[config.mk]
export PLATFORM = sky130hd
export DESIGN_NAME = demux_2to1_fifo
export DESIGN_NICKNAME = d
export VERILOG_FILES = /design/src/rtl/demux_2to1_fifo.sv
export SDC_FILE = /design/constraint.sdc
export NUM_CORES = 1
export LEC_CHECK = 0
export ABC_AREA = 0
export CORE_ASPECT_RATIO = 0.75
export CORE_MARGIN = 8
export CORE_UTILIZATION = 52
export CTS_CLUSTER_SIZE = 30
export DETAILED_ROUTE_END_ITERATION = 6
export GPL_ROUTABILITY_DRIVEN = 0
export PLACE_DENSITY = 0.89
export SLEW_MARGIN = 10
export SYNTH_ARGS = -nofsm -noshare
export SYNTH_HDL_FRONTEND = slang
export SYNTH_SLANG_ARGS = --single-unit
[constraint.sdc]
create_clock -name clock -period 3.55 [get_ports clock]
set_clock_uncertainty 0.15 [all_clocks]
set_input_delay 0.8875 -clock clock [delete_from_list [all_inputs] [get_ports clock]]
set_output_delay 0.8875 -clock clock [all_outputs]
set_load 0.005 [all_outputs]
[src/rtl/demux_2to1_fifo.sv]
// demux_2to1_fifo: steers one stream of tagged words into two independent
// channel FIFOs (A when in_sel = 0, B when in_sel = 1), each with a
// valid/ready output handshake.
//
// Ports:
//   clock, resetn        system clock, asynchronous active-low reset
//   in_data/in_sel       offered word and its destination tag
//   in_valid/in_ready    input handshake; in_ready reflects the tagged channel
//   a_data/a_valid/a_ready, b_data/b_valid/b_ready   per-channel output handshake
//   a_count/b_count      per-channel occupancy, 0..DEPTH

// One channel FIFO: storage, wrapping pointers and occupancy count.
module demux_2to1_fifo_chan #(
  parameter int unsigned WIDTH = 8,
  parameter int unsigned DEPTH = 2
) (
  input  logic                     clock,
  input  logic                     resetn,
  input  logic                     push,
  input  logic [WIDTH-1:0]         wr_data,
  input  logic                     ready,
  output logic [WIDTH-1:0]         data,
  output logic                     valid,
  output logic                     full,
  output logic [$clog2(DEPTH):0]   count
);

  localparam int unsigned PTR_W = $clog2(DEPTH);
  localparam int unsigned CNT_W = PTR_W + 1;

  logic [WIDTH-1:0] mem [DEPTH];
  logic [PTR_W-1:0] wr_ptr;
  logic [PTR_W-1:0] rd_ptr;
  logic             pop;

  assign pop   = ready & valid;
  assign full  = (count == CNT_W'(DEPTH));
  assign valid = (count != '0);
  // Head word is only visible while the channel holds data.
  assign data  = valid ? mem[rd_ptr] : '0;

  // Storage is deliberately left out of reset.
  always_ff @(posedge clock) begin
    if (push) begin
      mem[wr_ptr] <= wr_data;
    end
  end

  // Pointers wrap naturally because DEPTH is a power of two.
  always_ff @(posedge clock or negedge resetn) begin
    if (!resetn) begin
      wr_ptr <= '0;
      rd_ptr <= '0;
      count  <= '0;
    end else begin
      if (push) begin
        wr_ptr <= wr_ptr + PTR_W'(1);
      end
      if (pop) begin
        rd_ptr <= rd_ptr + PTR_W'(1);
      end
      case ({push, pop})
        2'b10:   count <= count + CNT_W'(1);
        2'b01:   count <= count - CNT_W'(1);
        default: count <= count;
      endcase
    end
  end

endmodule

module demux_2to1_fifo #(
  parameter int unsigned WIDTH = 8,
  parameter int unsigned DEPTH = 2
) (
  input  logic                   clock,
  input  logic                   resetn,
  input  logic [WIDTH-1:0]       in_data,
  input  logic                   in_sel,
  input  logic                   in_valid,
  output logic                   in_ready,
  output logic [WIDTH-1:0]       a_data,
  output logic                   a_valid,
  input  logic                   a_ready,
  output logic [WIDTH-1:0]       b_data,
  output logic                   b_valid,
  input  logic                   b_ready,
  output logic [$clog2(DEPTH):0] a_count,
  output logic [$clog2(DEPTH):0] b_count
);

  logic full_a;
  logic full_b;
  logic push_a;
  logic push_b;

  // Full channel refuses the word even if its consumer pops this cycle.
  assign in_ready = in_sel ? ~full_b : ~full_a;
  assign push_a   = in_valid & ~in_sel & ~full_a;
  assign push_b   = in_valid &  in_sel & ~full_b;

  demux_2to1_fifo_chan #(.WIDTH(WIDTH), .DEPTH(DEPTH)) u_chan_a (
    .clock   (clock),
    .resetn  (resetn),
    .push    (push_a),
    .wr_data (in_data),
    .ready   (a_ready),
    .data    (a_data),
    .valid   (a_valid),
    .full    (full_a),
    .count   (a_count)
  );

  demux_2to1_fifo_chan #(.WIDTH(WIDTH), .DEPTH(DEPTH)) u_chan_b (
    .clock   (clock),
    .resetn  (resetn),
    .push    (push_b),
    .wr_data (in_data),
    .ready   (b_ready),
    .data    (b_data),
    .valid   (b_valid),
    .full    (full_b),
    .count   (b_count)
  );

endmodule

* Yosys cells after proc, flatten, opt, wreduce, memory -nomap -nowiden *
Memories as Yosys holds them, arrays and structs flattened.
Index checks and enable logic that the tools add are counted.

cells by class
  $add $sub $neg = 8
  bitwise logic cells = 9
  muxes and demuxes = 9
  equality and inequality tests = 6
  reduce and logical (&&, ||, !) cells = 4

operators by type and width
  cell                                               count
  two-way mux 8 bit                                  2
  == test 2 bit (second input constant)              4
  case mux 2 bit (2 select lines)                    2
  nonzero test 2 bit                                 4
  bitwise AND 1 bit                                  6
  two-way mux 1 bit                                  5
  adder 1 bit (second input constant)                4
  adder 2 x 1 -> 2 bit (second input constant)       2
  == test 2 x 1 -> 1 bit (second input constant)     2
  subtractor 2 x 1 -> 2 bit (second input constant)  2
  inverter 1 bit                                     3

storage, ports and cells
  output and inout bits = 23
  word-level logic and storage cells = 44
  input port bits = 14
  bits in registers = 8
  RAM bits = 32
  memories = 2

memories
  memory        depth  bits a word  read ports  clocked after memory_dff  write ports  RTL line  source
  u_chan_a.mem  2      8            1           0                         1            31        logic [WIDTH-1:0] mem [DEPTH];
  u_chan_b.mem  2      8            1           0                         1            31

* Logic depth before layout (Yosys ltp) *
Gate-level depths: netlist of run 1.

  depth after elaboration = 5
  gate-level depth with buffers = 6
  mapped depth without buffers = 6

* Hierarchy *
Synthesis of run 1 repeated with hierarchy kept, for this count alone.

unflattened totals
  cell total of the unflattened synthesis = 105
  area total of the unflattened synthesis = 1615.3 um2

modules (own cells, without submodules)
  module                instances  area an instance (um2)  cells each
  demux_2to1_fifo_chan  2          794.5                   51
  demux_2to1_fifo       1          26.3                    3

* Worst setup path after synthesis of run 1 *
OpenSTA, ideal clock, no wires.

  path kind = input to output
  start = input in_sel
  end = output in_ready
  stages = 1
  path buffers = 0
  data arrival time = 1202 ps
  setup slack = 1311 ps
  required time = 2513 ps
  path through = mux2_2

on the way
  longest elaborated chain between the ends = 1

ends and longest elaborated chain
  element             RTL line  source
  start: declaration  79        input logic in_sel,
  two-way mux 1 bit   98        assign in_ready = in_sel ? ~full_b : ~full_a;
  end: declaration    81        output logic in_ready,

No other way between the ends.

* Final worst setup path of run 1 *
Same ends and word-level chain as after synthesis.

==> results of run 1 <==
==> synthesized netlist by cell type, drive strengths merged <==
cell and number:
buf 2, nand3b 1, nor2b 2, ha 2, dfrtp 8, mux2 1, xor2 4, nand2b 2
mux2i 16, edfxtp 32, xnor2 6, inv 4, nor2 24, nand3 1
==> final cells by class <==
type	count	area, um^2
Clock buffer	5	68.8
Clock inverter	3	37.5
Fill cell	193	836
Inverter	4	15.0
Multi-Input combinational cell	59	430
Sequential cell	40	1160
Tap cell	38	47.5
Timing Repair Buffer	36	360
==> final timing paths <==
check                                                    from                             to  slack [ps]  cells after the start
worst max-delay path                                   in_sel                       in_ready         320                      3
worst min-delay path              u_chan_b.wr_ptr$_DFFE_PN0P_    u_chan_b.wr_ptr$_DFFE_PN0P_         360                      1
worst max register to register  u_chan_b.count[0]$_DFFE_PN0P_   u_chan_b.mem[0][6]$_DFFE_PP_        1640                      3
worst min register to register    u_chan_b.wr_ptr$_DFFE_PN0P_    u_chan_b.wr_ptr$_DFFE_PN0P_         360                      1
max in group asynchronous                              resetn    u_chan_b.rd_ptr$_DFFE_PN0P_        2240                      1
min in group asynchronous                              resetn  u_chan_b.count[1]$_DFFE_PN0P_         730                      1
==> cell usage in the layout, fill, tap and decap left out, types with 2 or more instances in the layout <==
master / instances
clkdlybuf4s50_1: 36
edfxtp_1: 32
nor2_1: 22
mux2i_1: 16
dfrtp_1: 8
xnor2_1: 6
clkbuf_8: 5
inv_1: 4
xor2_1: 4
nor2_2: 2
nor2b_2: 2
nand2b_1: 2
ha_1: 2
clkinv_1: 2
==> metal layers <==
layer  global-route usage  up-vias  wire length [um]
li1                     -      446                 -
met3               0.0726        5               285
met4               0.0543        0                48
met1                0.153      455              1380
met5                    0        -                 0
met2                0.194       36              1450
==> power by group through the flow <==
stage,Sequential (W),Combinational [W],Clock (W)
floorplan,0.000670,0.000352,0
global placement,0.000723,0.000650,0
CTS,0.000723,0.000677,0.000357
finish,0.000721,0.000662,0.000349
global route,0.000734,0.000722,0.000371
detailed placement,0.000732,0.000672,0
==> through the flow <==
step / cell area [um^2] / setup slack (ps)
floorplan: 1620 / 1310
global placement: 2010 / 335
detailed placement: 2010 / 312
CTS: 2120 / 316
global route: 2120 / 290
finish: 2120 / 324
==> kinds of logic after synthesis <==
group | count (synthesis)
and+or+nand+nor | 30
muxes | 17
DFF | 40
xor gates and xnor gates | 10
adders and majority gates | 2
buffers and inverters | 6
==> registers in the layout (all words and copies together), names as in the netlist <==
signal,cells
u_chan_a.wr_ptr,1
u_chan_a.count,2
u_chan_b.count,2
u_chan_a.mem,16
u_chan_b.mem,16
u_chan_a.rd_ptr,1
u_chan_b.rd_ptr,1
u_chan_b.wr_ptr,1
==> worst max-delay path, cell delays in order <==
cell and delay [ps]:
clkdlybuf4s50_1 510, mux2_2 340, clkdlybuf4s50_1 450
==> metrics, run 1 <==
outcome=finished, final reports clean; antenna diode count=0; # rows=17; initial antenna violation count=0; placed cells=177; P&R area growth vs syn=31.2%; drt total wl=3160 um; syn_area_per_cell=15.4 um^2; critical path type=in -> out; Post-Synth XOR/XNOR Area=0.0542; TNS Setup=0 ps; crit path max fanout=3; vias in the first global route=957; Seq/Total Area, Yosys=0.718; Die Y=64.3 um; Remaining DRCs=0; Pint=0.00121 W; setup violators final=0; switching power share of the total=0.302; first-pass GRT wire length=4860 um; Sink Count=40; post-route total power=0.00173 W; htree depth=2; Worst-path clk slew=70 ps; DP HPWL=2260 um; Comb pwr share=0.382; Slew headroom=0.462; Root Driver=clkbuf_8; Critical Path RT=2510 ps; postcts setup bufs=0; RSZ-0062 raised after global routing=false; Core ar.=2960 um^2; switching power=0.000523 W; Final Hold Vio Count=0; vias per cell=5.09; MaxCap Viol Count=0; Yosys top cell area share=0.594; GR Util All Layers=0.131; Post-Synth Adder-Cell Area=0.0155; CP endpoint kind=output port; Overflow after GRT=0; worst min path class=reg -> reg; clock tree buffer depth=2; boundary pin count=37; post-synthesis mux area share=0.106; Netlist cell types=15; Final Non-Filler Cells=185; Synth Instances=105; clock power share=0.202; type of origin of the critical path=primary input; total CTS buffers=5; synth warn=0; biggest area consumer among synthesized cells=edfxtp_1; Mapped Nets=121; CTS tree=done; period utilization=0.909; Vias=942; # port buffers=36; die width=80.4 um; Power Dens Cells=817 nW/um^2; Pre-Repair DR Iteration Count=6; Final nets=162; drt wl/cell=17.1 um; Synth area leaders=edfxtp_1 (59%), dfrtp_1 (12%), mux2i_1 (9.9%); LEAKAGE=0.811 nW; Final Max Tran Viols=0; cell area after synthesis=1620 um^2; DR iter-0 viols=60; share of cells above drive strength 1=0.0884; number of synthesized register bits=40; Max Freq=310 MHz; Starting Density=0.547; Min Hold Slack=357 ps; WP data arrival=2190 ps; Resized Gates After CTS=0; Max VDD drop=0.523 mV; CTS Hold Buffers Added=0; largest net degree at the start of global routing=13; Core Util, Final=0.717; Worst Tran Pin Value=804 ps; power share of the sequential group=0.416; post-layout min period=3230 ps; clk_lat worst skew=290 ps; largest family of logic cells by synthesized area=multiplexers; compound-cell area share of the yosys netlist=0; Routed Antenna Nets=0; Post-Synth Simple-Gate Area=0.0906; Die ar.=5170 um^2
No activity file was read; power rests on OpenSTA's default activity.
==> run 2: changes to the inputs <==
Settings changed: ABC_AREA 0 to unset, SLEW_MARGIN 10 to unset.
==> results of run 2 <==
Final layout, timing and power as in run 1 (identical DEF).
